==> config.mk <==
export PLATFORM = sky130hd
export DESIGN_NAME = serial_alu
export DESIGN_NICKNAME = d
export VERILOG_FILES = /design/src/rtl/serial_alu.sv
export SDC_FILE = /design/constraint.sdc
export NUM_CORES = 1
export LEC_CHECK = 0
export CAP_MARGIN = 20
export CELL_PAD_IN_SITES_DETAIL_PLACEMENT = 0
export CELL_PAD_IN_SITES_GLOBAL_PLACEMENT = 2
export CORE_MARGIN = 2
export CORE_UTILIZATION = 27
export CTS_CLUSTER_DIAMETER = 100
export CTS_CLUSTER_SIZE = 28
export DETAILED_ROUTE_END_ITERATION = 6
export GPL_TIMING_DRIVEN = 0
export PLACE_DENSITY = 0.75
export SYNTH_ARGS = -nofsm -noshare
export SYNTH_HDL_FRONTEND = slang
export SYNTH_SLANG_ARGS = --single-unit
export TNS_END_PERCENT = 20
==> constraint.sdc <==
create_clock -name clk_i -period 2.9 [get_ports clk_i]
set_input_delay 0.29 -clock clk_i [delete_from_list [all_inputs] [get_ports clk_i]]
set_output_delay 0.29 -clock clk_i [all_outputs]
set_load 0.005 [all_outputs]
==> src/rtl/serial_alu.sv <==
// Bit-serial ALU sequencer: one slice evaluation per clock with a stored carry,
// assembling a WIDTH-bit result LSB first behind a start/done handshake.
module serial_alu #(
  parameter int WIDTH = 32
) (
  input  logic             clk_i,
  input  logic             rst_i,
  input  logic             start_i,
  input  logic [WIDTH-1:0] src1_i,
  input  logic [WIDTH-1:0] src2_i,
  input  logic [3:0]       ALU_control_i,
  output logic [WIDTH-1:0] result_o,
  output logic             zero_o,
  output logic             cout_o,
  output logic             overflow_o,
  output logic             busy_o,
  output logic             done_o
);

  localparam int CW = $clog2(WIDTH);
  localparam logic [CW-1:0] LAST_BIT = CW'(WIDTH - 1);

  typedef enum logic [1:0] {IDLE, RUN, DONE} state_t;

  state_t           state_reg;
  logic [WIDTH-1:0] src1_reg, src2_reg, shift_reg;
  logic [3:0]       ctrl_reg;
  logic [CW-1:0]    cnt_reg;
  logic             carry_reg;

  logic             a_bit, b_bit, sum_bit, carry_out, res_bit;
  logic             ovf_bit, set_bit, is_arith;
  logic [WIDTH-1:0] word, final_res;

  // Single ALU slice for bit cnt_reg; ovf/set are only meaningful at the MSB.
  always_comb begin
    a_bit     = ctrl_reg[3] ^ src1_reg[cnt_reg];
    b_bit     = ctrl_reg[2] ^ src2_reg[cnt_reg];
    sum_bit   = a_bit ^ b_bit ^ carry_reg;
    carry_out = (a_bit & b_bit) | (a_bit & carry_reg) | (b_bit & carry_reg);
    is_arith  = ctrl_reg[1];
    case (ctrl_reg[1:0])
      2'b00:   res_bit = a_bit & b_bit;
      2'b01:   res_bit = a_bit | b_bit;
      2'b10:   res_bit = sum_bit;
      default: res_bit = 1'b0;
    endcase
    ovf_bit   = carry_reg ^ carry_out;
    set_bit   = sum_bit ^ ovf_bit;
    word      = {res_bit, shift_reg[WIDTH-1:1]};
    final_res = (ctrl_reg[1:0] == 2'b11) ? {{(WIDTH-1){1'b0}}, set_bit} : word;
  end

  always_ff @(posedge clk_i) begin
    if (rst_i) begin
      state_reg  <= IDLE;
      src1_reg   <= '0;
      src2_reg   <= '0;
      ctrl_reg   <= '0;
      shift_reg  <= '0;
      cnt_reg    <= '0;
      carry_reg  <= 1'b0;
      result_o   <= '0;
      zero_o     <= 1'b0;
      cout_o     <= 1'b0;
      overflow_o <= 1'b0;
      busy_o     <= 1'b0;
      done_o     <= 1'b0;
    end else begin
      case (state_reg)
        IDLE: begin
          done_o <= 1'b0;
          if (start_i) begin
            src1_reg  <= src1_i;
            src2_reg  <= src2_i;
            ctrl_reg  <= ALU_control_i;
            cnt_reg   <= '0;
            carry_reg <= ALU_control_i[2];
            busy_o    <= 1'b1;
            state_reg <= RUN;
          end
        end
        RUN: begin
          shift_reg <= word;
          cnt_reg   <= cnt_reg + 1'b1;
          if (is_arith) carry_reg <= carry_out;
          if (cnt_reg == LAST_BIT) begin
            result_o   <= final_res;
            zero_o     <= (final_res == '0);
            cout_o     <= is_arith & carry_out;
            overflow_o <= is_arith & ovf_bit;
            busy_o     <= 1'b0;
            done_o     <= 1'b1;
            state_reg  <= DONE;
          end
        end
        DONE: begin
          done_o    <= 1'b0;
          state_reg <= IDLE;
        end
        default: state_reg <= IDLE;
      endcase
    end
  end

endmodule

Word-level counts from Yosys, hierarchy flattened
Cells that the tools add are included.
{"block": "totals", "output_inout_bits": 37, "word_cells": 70, "input_bits": 71, "regBits": 145}
{"block": "classes", "n_lt_le_gt_ge": 1, "reduce_logical": 13, "eq_ne": 9, "mux": 19, "add_sub_neg": 1, "n_bitwise": 14}
{"op": "$logic_not 32->1", "count": 1}
{"op": "$mux 32", "count": 1}
{"op": "$bmux 1 s5", "count": 2}
{"op": "$pmux 5 s2", "count": 1}
{"op": "$reduce_and 2->1", "count": 5}
{"op": "$mux 1", "count": 7}
{"op": "$eq 2x2->1 const B", "count": 3}
{"op": "$lt 5x6->1 const B", "count": 1}
{"op": "$ne 2x2->1 const B", "count": 3}
{"op": "$pmux 1 s2", "count": 3}
{"op": "$reduce_and 3->1", "count": 2}
{"op": "$xor 1x1->1", "count": 6}
{"op": "$add 5x1->5 const B", "count": 1}
{"op": "$and 1x1->1", "count": 5}
{"op": "$eq 5x5->1 const B", "count": 1}
{"op": "$mux 5", "count": 1}
{"op": "$eq 2x1->1 const B", "count": 2}
{"op": "$logic_not 2->1", "count": 2}
{"op": "$mux 2", "count": 2}
{"op": "$pmux 2 s2", "count": 1}
{"op": "$reduce_bool 2->1", "count": 2}
{"op": "$or 1x1->1", "count": 3}
{"op": "$pmux 1 s3", "count": 1}
{"op": "$reduce_or 2->1", "count": 1}

Logic depth before layout (Yosys ltp)
Gate-level depths: netlist of the first run.
{"block": "depth", "depth_word": 10, "ltp_mapped": 14, "ltp_nobuf": 11}

Least setup slack after synthesis of the first run
Ideal clock, no wire load.
{"block": "synth_path", "kind": "reg-to-reg", "startpoint": "register cnt_reg[0]", "endpoint": "register result_o[0]", "stages_incl_launch_ff": 12, "n_path_buf": 2, "path_slack_ps": -155, "t_arrival_ps": 2939, "synth_period_minus_slack_ps": 3055, "setup_time_ps": 116, "path_cell_list": "dfxtp_1 -> buf_6 -> mux4_2 -> nor2_1 -> o221ai_1 -> and3b_1 -> or2_2 -> ha_1 -> clkbuf_1 -> or4_1 -> mux2i_1 -> nor2_1"}
{"block": "synth_between", "elab_chain_cells": 9}
{"item": "start: declaration", "line_no": "28", "rtl": "logic [CW-1:0] cnt_reg;"}
{"item": "start signal: assignment", "line_no": "85", "rtl": "cnt_reg <= cnt_reg + 1'b1;"}
{"item": "$bmux 1 s5 (on tied branches)", "line_no": "37, 38"}
{"item": "$mux 1 (on tied branches)", "line_no": "37, 38"}
{"item": "$xor 1x1->1 (on tied branches)", "line_no": "37, 38"}
{"item": "$and 1x1->1", "line_no": "40", "rtl": "carry_out = (a_bit & b_bit) | (a_bit & carry_reg) | (b_bit & carry_reg);"}
{"item": "$or 1x1->1 (2 in a row)", "line_no": "40"}
{"item": "$xor 1x1->1", "line_no": "48", "rtl": "ovf_bit = carry_reg ^ carry_out;"}
{"item": "$xor 1x1->1", "line_no": "49", "rtl": "set_bit = sum_bit ^ ovf_bit;"}
{"item": "$mux 32", "line_no": "51", "rtl": "final_res = (ctrl_reg[1:0] == 2'b11) ? {{(WIDTH-1){1'b0}}, set_bit} : word;"}
{"item": "end signal: assignment", "line_no": "88", "rtl": "result_o <= final_res;"}
{"item": "end: declaration", "line_no": "12", "rtl": "output logic [WIDTH-1:0] result_o,"}
Several ways; a longest one is shown, not always the timed one. The select of a mux whose other input is x is not followed.
A chain may end at the register's enable or synchronous reset.

Final worst setup path of the first run
Ends and elaborated chain as after synthesis.

==> results of run 1 <==
==> critical path: cells and delay by family (launching register included) <==
family / cells / cell delay (ns)
and+or+nand+nor: 6 / 1.12
adders and majority gates: 1 / 0.27
buffers and inverters: 1 / 0.15
AOI/OAI and AO/OA: 2 / 0.37
muxes: 1 / 0.55
DFF: 1 / 0.39
==> cell usage after synthesis (4+ instances only) <==
cell | number | share of area
a21oi_1 | 139 | 0.12
buf_1 | 8 | 0.0051
clkbuf_1 | 46 | 0.029
dfxtp_1 | 144 | 0.49
mux2_2 | 16 | 0.030
mux4_2 | 6 | 0.023
nand2_1 | 236 | 0.15
nand2b_1 | 4 | 0.0042
nand3_1 | 34 | 0.029
nand4_1 | 5 | 0.0053
nor2_1 | 24 | 0.015
nor4_1 | 8 | 0.0084
o221ai_1 | 9 | 0.013
==> how the worst max path moves through the flow <==
stage | endpoint | slack, ns | cells after the start
global placement | zero_o$_SDFFE_PP0P_ | -0.41 | 12
global route | result_o[0]$_SDFFE_PP0P_ | -0.16 | 11
CTS | result_o[0]$_SDFFE_PP0P_ | -0.06 | 10
floorplan | result_o[0]$_SDFFE_PP0P_ | 0.01 | 11
detailed placement | zero_o$_SDFFE_PP0P_ | -0.40 | 12
finish | result_o[0]$_SDFFE_PP0P_ | -0.06 | 11
==> cell usage in the layout, fill, tap and decap left out, types with 2 or more instances in the layout <==
| cell type | synthesis | final |
|---|---|---|
| mux2_2 | 16 | 16 |
| nand3_1 | 34 | 34 |
| nor3_1 | 3 | 3 |
| inv_1 | 3 | 3 |
| buf_4 | 1 | 9 |
| inv_6 | 0 | 3 |
| buf_12 | 0 | 3 |
| clkbuf_16 | 0 | 17 |
| mux4_2 | 6 | 8 |
| nor2_4 | 0 | 2 |
| o21a_1 | 2 | 2 |
| o21ai_0 | 3 | 3 |
| nor4_1 | 8 | 8 |
| buf_6 | 2 | 2 |
| buf_1 | 8 | 8 |
| o221ai_1 | 9 | 3 |
| nor2b_1 | 3 | 3 |
| and2_1 | 3 | 3 |
| nand3b_1 | 2 | 2 |
| nand2_1 | 236 | 235 |
| a211oi_2 | 0 | 2 |
| ha_1 | 3 | 2 |
| or2_4 | 0 | 2 |
| nor2_1 | 24 | 18 |
| nor2_2 | 1 | 5 |
| o221ai_2 | 3 | 8 |
| clkbuf_1 | 46 | 44 |
| clkinv_4 | 0 | 5 |
| nand2b_1 | 4 | 4 |
| bufinv_16 | 0 | 3 |
| clkinvlp_4 | 0 | 3 |
| a311oi_1 | 2 | 2 |
| nand4_1 | 5 | 5 |
| dfxtp_1 | 144 | 142 |
| clkdlybuf4s50_1 | 0 | 106 |
| a21oi_1 | 139 | 139 |
==> cells by family (layout without fill, tap and decap cells) <==
| family | count (synthesis) | count (layout) | synth area share |
|---|---|---|---|
| AOI/OAI and AO/OA | 167 | 167 | 0.161 |
| and+or+nand+nor | 334 | 334 | 0.239 |
| muxes | 25 | 25 | 0.0637 |
| xor gates and xnor gates | 1 | 1 | 0.00148 |
| buffers and inverters | 62 | 208 | 0.0428 |
| adders and majority gates | 3 | 3 | 0.00633 |
| DFF | 144 | 144 | 0.486 |
==> routing by layer <==
layer  part of all wire  wire length, µm  vias to the layer above  GRT usage
met5                  0                0                        -          0
met4              0.014              244                        0     0.0436
met3              0.038              690                       19     0.0404
met2               0.49             8880                       91      0.264
met1               0.46             8230                     2525      0.197
li1                   -                -                     2778          -
==> metrics by stage <==
stage               hold WS, ns  cells   util  TNS, ns  cell area, µm²
CTS                       0.377   1162  0.375  -0.0758            8130
floorplan                 0.426    736      -        0            5970
global route              0.405   1162  0.378   -0.264            8190
detailed placement        0.444   1122  0.340    -1.40            7380
global placement          0.438   1122  0.340    -1.42            7380
finish                    0.381   1162  0.378  -0.0628            8190
==> what timing repair did <==
action,in CTS,in global routing
cloned,0,0
setup buffers,9,1
pin swaps,12,11
endpoints found under the setup margin,4,4
gates resized for setup,14,16
==> layout make-up <==
class / instances / area [µm²]
Buffer: 57 / 263
Clock buffer: 18 / 439
Clock inverter: 14 / 183
Fill cell: 2257 / 13500
Inverter: 3 / 11.3
Multi-Input combinational cell: 530 / 2910
Sequential cell: 144 / 2890
Tap cell: 280 / 350
Timing Repair Buffer: 116 / 1150
==> power groups by stage <==
stage	combinational [W]	sequential, W	clock (W)
finish	0.000501	0.00208	0.00230
global route	0.000551	0.00208	0.00245
CTS	0.000495	0.00208	0.00235
floorplan	0.000280	0.00211	0
detailed placement	0.000475	0.00212	0
global placement	0.000475	0.00212	0
==> flow_summary_export.csv, run 1 <==
group,metric,value,unit
routing,detail-route-antenna-nets,0,
floorplanning,fp.coreArea,0.0217,mm²
floorplanning,dieArea,0.0232,mm²
pwr,p_sw,0.00122,W
critical_path,rrSetupSlack,-0.06,ns
clocking,cts_tree,"built",
job,maxCapViolations,0,
synthesis,synthArstFlopShare,0,
clocking,root_buffer,"clkbuf_16",
critical_path,worstPathRequired,3.22,ns
finish,antennaDiodeCount,0,
synthesis,yosysSeqAreaShare,0.486,
critical_path,crit-reg2reg-capture,"result_o[0]$_SDFFE_PP0P_",
synthesis,dominantRegCellSynth,"dfxtp_1",
floorplanning,fp-row-count,54,
global_route,grt_overflow,0,
sta,fin_worst_skew,0.00806,ns
finish,drive_above_1_share,0.116,
pwr,combPwrFrac,0.103,
clocking,cts_made_buffers,17,
sta,fmax,0.338,GHz
routing,firstDrtPassIters,4,
min_path,hp-class,"input port to flop",
critical_path,path_cells,"buf_12, mux4_2, nor2_4, o221ai_2, and3b_4, or2_4, ha_4, or3_1, a211oi_1, or4_1, nor2_1",
sta,tightest_slew,0.637,ns
pwr,internal_power,0.00367,W
clocking,cts_buffer_depth,2,
routing,routed_wl,18000,µm
critical_path,worstPathMaxFanout,8,
sta,rsz0062_at_grt,"true",
min_path,min_path_cells,2,
pwr,p_total,0.00488,W
min_path,holdPathEnd,"state_reg[1]$_SDFFE_PP0P_",
clocking,clock_sinks,144,
critical_path,worst_setup_path_start_kind,"flop",
synthesis,syn_area_per_cell,8.06,µm²
pwr,pwr-share-seq,0.426,
synthesis,synth_cell_types,45,
clocking,clk_pin_slew,0.06,ns
critical_path,cp.arrival,3.28,ns
finish,syn_to_final_growth,38.1,%
clocking,holdBufCountCts,0,
routing,wl_per_cell,15.5,µm
routing,via_per_inst,4.66,
global_route,grt_pass1_vias,5402,
routing,drc,0,
pwr,p_clk_frac,0.472,
sta,setup-violations-final,1,
critical_path,critPathKind,"flop to flop",
critical_path,crit_path_top_delay_cell,"mux4_2",
synthesis,synth_edf_count,0,
placement,routabilityCongestion,0.749,
sta,slew_violations,0,
placement,hpwlAfterDp,12800,µm
placement,dp_slack,-0.400,ns
clocking,clock_latency,0.43,ns
floorplanning,io_pins,108,
min_path,min_from,"rst_i",
floorplanning,initial_utilization,0.273,
routing,drt_iter0_markers,213,
floorplanning,die_w,152,µm
sta,hold_viol,0,
pwr,p_sw_frac,0.249,
clocking,htreeDepth,4,
sta,min_period_over_period,1.02,
sta,timing.slew.headroom,0.575,
status,status,"finished, violations left",
pwr,p_per_area,596,mW/mm²
placement,io_buffers,106,
finish,final_nets,943,
synthesis,synth-seq-cells,144,
global_route,grt_max_degree,17,
global_route,antenna_found_initial,0,
global_route,grt_pass1_wl,28700,µm
sta,fin_crit,2.96,ns
critical_path,r2r_start,"cnt_reg[0]$_SDFFE_PP0P_",
synthesis,ys_warn_count,0,
pwr,power.leakage,2.78,nW
floorplanning,die_h,152,µm
synthesis,synthesis.nets,810,
status,violations,"setup timing",
critical_path,slowest_delay,0.55,ns
global_route,grtUsageTotal,0.156,
sta,worst_slack,-0.0628,ns
synthesis,synthCells,736,
synthesis,netlist_area,0.00593,mm²
routing,vias,5413,
critical_path,critPathCaptureType,"flop",
pwr,peakVddDrop,423,µV
critical_path,startpoint,"cnt_reg[0]$_SDFFE_PP0P_",
critical_path,reg2reg_depth,11,
Note: power is estimated with default switching activity, not from simulation.
==> run 2, diff against run 1 <==
--- a/config.mk
+++ b/config.mk
@@ -7,14 +7,14 @@
 export LEC_CHECK = 0
 export CAP_MARGIN = 20
 export CELL_PAD_IN_SITES_DETAIL_PLACEMENT = 0
-export CELL_PAD_IN_SITES_GLOBAL_PLACEMENT = 2
+export CELL_PAD_IN_SITES_GLOBAL_PLACEMENT = 1
 export CORE_MARGIN = 2
-export CORE_UTILIZATION = 27
+export CORE_UTILIZATION = 35
 export CTS_CLUSTER_DIAMETER = 100
 export CTS_CLUSTER_SIZE = 28
 export DETAILED_ROUTE_END_ITERATION = 6
 export GPL_TIMING_DRIVEN = 0
-export PLACE_DENSITY = 0.75
+export PLACE_DENSITY = 0.76
 export SYNTH_ARGS = -nofsm -noshare
 export SYNTH_HDL_FRONTEND = slang
 export SYNTH_SLANG_ARGS = --single-unit
==> flow_summary_export.csv, run 2 (synthesis results as in run 1) <==
group,metric,value,unit
global_route,grtUsageTotal,0.186,
routing,detail-route-antenna-nets,0,
pwr,p_total,0.00489,W
clocking,clock_sinks,144,
global_route,grt_max_degree,17,
status,status,"finished clean",
placement,dp_cells,1062,
routing,drc,0,
critical_path,crit_path_top_delay_cell,"mux4_2",
sta,fin_crit,2.90,ns
finish,multi_input_comb_area,0.00289,mm²
finish,antennaDiodeCount,0,
job,maxCapViolations,0,
finish,syn_to_final_growth,36.6,%
critical_path,worstPathMaxFanout,8,
clocking,holdBufCountCts,0,
global_route,grt_pass1_vias,5315,
critical_path,reg2reg_depth,10,
global_route,grt_util_met3,0.0495,
floorplanning,die_h,134,µm
floorplanning,fp-row-count,47,
sta,tightest_slew,0.606,ns
sta,setup-violations-final,0,
sta,worst_slack,0.00127,ns
critical_path,slowest_delay,0.51,ns
critical_path,path_cells,"buf_12, mux4_2, nor2_1, o221ai_2, and3b_2, or2_4, ha_4, or4_1, mux2i_1, nor2_1",
sta,setup_tns,0,ns
routing,routed_wl,16200,µm
floorplanning,initial_utilization,0.358,
finish,layout_common_cells,"nand2_1 (236), dfxtp_1 (142), a21oi_1 (139)",
clocking,clk_pin_slew,0.06,ns
global_route,antenna_found_initial,0,
clocking,cts_made_buffers,17,
clocking,htreeDepth,4,
sta,hold_viol,0,
floorplanning,io_pins,108,
finish,stdcell_count,1102,
routing,wl_per_cell,14.7,µm
sta,fmax,0.345,GHz
routing,vias,5407,
placement,io_buffers,106,
critical_path,r2r_start,"cnt_reg[0]$_SDFFE_PP0P_",
pwr,peakVddDrop,438,µV
finish,fillers,1673,
sta,min_period_over_period,1.00,
pwr,power.leakage,2.80,nW
clocking,cts_buffer_depth,2,
clocking,cts_tree,"built",
routing,firstDrtPassIters,4,
placement,hpwlAfterDp,11500,µm
clocking,clock_latency,0.43,ns
placement,routabilityCongestion,0.801,
placement,dp_slack,-0.349,ns
sta,timing.slew.headroom,0.596,
min_path,min_path_cells,2,
sta,slew_violations,0,
global_route,grt_overflow,0,
pwr,p_per_area,604,mW/mm²
routing,via_per_inst,4.91,
floorplanning,fp.coreArea,0.0166,mm²
global_route,grt.busiest_layer,"met2",
critical_path,critPathKind,"flop to flop",
critical_path,critPathMostFrequentCell,"nor2_1",
finish,drive_above_1_share,0.109,
min_path,min_from,"rst_i",
finish,final_common_cell,"nand2_1",
finish,seqCellArea,0.00289,mm²
floorplanning,die_w,134,µm
sta,rsz0062_at_grt,"true",
critical_path,cp.arrival,3.21,ns
global_route,met1_usage,0.226,
critical_path,worstPathRequired,3.21,ns
global_route,grt_pass1_wl,26500,µm
clocking,root_buffer,"clkbuf_16",
finish,final_nets,943,
routing,drt_iter0_markers,224,
global_route,grtUsageMet2,0.326,
critical_path,critPathCaptureType,"flop",
floorplanning,dieArea,0.0180,mm²
sta,fin_worst_skew,0.0102,ns
min_path,hp-class,"input port to flop",
finish,post-route-util,0.488,
min_path,holdPathEnd,"state_reg[1]$_SDFFE_PP0P_",
critical_path,crit-reg2reg-capture,"result_o[0]$_SDFFE_PP0P_",
critical_path,worst_setup_path_start_kind,"flop",
critical_path,rrSetupSlack,0.001,ns
[run 2: worst max-delay path, delay by kind of cell, from the launching register on]
kind	cells	cell delay, ns
AOI/OAI and AO/OA	1	0.13
DFF	1	0.38
adders and majority gates	1	0.28
and+or+nand+nor	5	1.18
muxes	2	0.66
buffers and inverters	1	0.15
[run 2: stage by stage]
step,area [µm²],hold WS [ns]
after global placement,7310,0.438
after floorplan,5970,0.426
final,8100,0.301
after global routing,8100,0.370
after detailed placement,7310,0.444
after CTS,8050,0.319
[run 2: worst max-delay path by stage]
| stage | cells past startpoint | start | slack, ns | to |
|---|---|---|---|---|
| 2_1_floorplan | 11 | cnt_reg[0]$_SDFFE_PP0P_ | 0.01 | result_o[0]$_SDFFE_PP0P_ |
| 4_1_cts | 10 | cnt_reg[0]$_SDFFE_PP0P_ | -0.03 | result_o[0]$_SDFFE_PP0P_ |
| 6_report | 10 | cnt_reg[0]$_SDFFE_PP0P_ | 0.001 | result_o[0]$_SDFFE_PP0P_ |
| 5_1_grt | 10 | cnt_reg[0]$_SDFFE_PP0P_ | -0.11 | result_o[0]$_SDFFE_PP0P_ |
| 3_5_place_dp | 12 | cnt_reg[0]$_SDFFE_PP0P_ | -0.35 | zero_o$_SDFFE_PP0P_ |
| 3_3_place_gp | 12 | cnt_reg[0]$_SDFFE_PP0P_ | -0.37 | zero_o$_SDFFE_PP0P_ |
[run 2: cell type report]
class / count / area share
Buffer: 57 / 0.0318
Clock buffer: 21 / 0.0581
Clock inverter: 11 / 0.0198
Inverter: 3 / 0.00139
Multi-Input combinational cell: 530 / 0.357
Sequential cell: 144 / 0.357
Tap cell: 220 / 0.0340
Timing Repair Buffer: 116 / 0.142
[run 2: where the power goes]
group	leakage, nW	total [W]	internal (W)	switching [W]
clock	0.309	0.00233	0.00150	0.000828
sequential	1.17	0.00208	0.00204	0.0000351
combinational	1.32	0.000485	0.000231	0.000253
total	2.80	0.00489	0.00377	0.00112
[run 2: repair_timing]
| action | CTS | global route |
|---|---|---|
| pin swaps | 9 | 9 |
| setup buffers | 7 | 3 |
| resized for setup | 14 | 6 |
| setup endpoints to repair | 4 | 4 |
[run 2: metal layers]
layer,vias to the layer above,share of wire
li1,2773,-
met1,2529,0.45
met2,91,0.50
met3,14,0.043
met4,0,0.012
met5,-,0
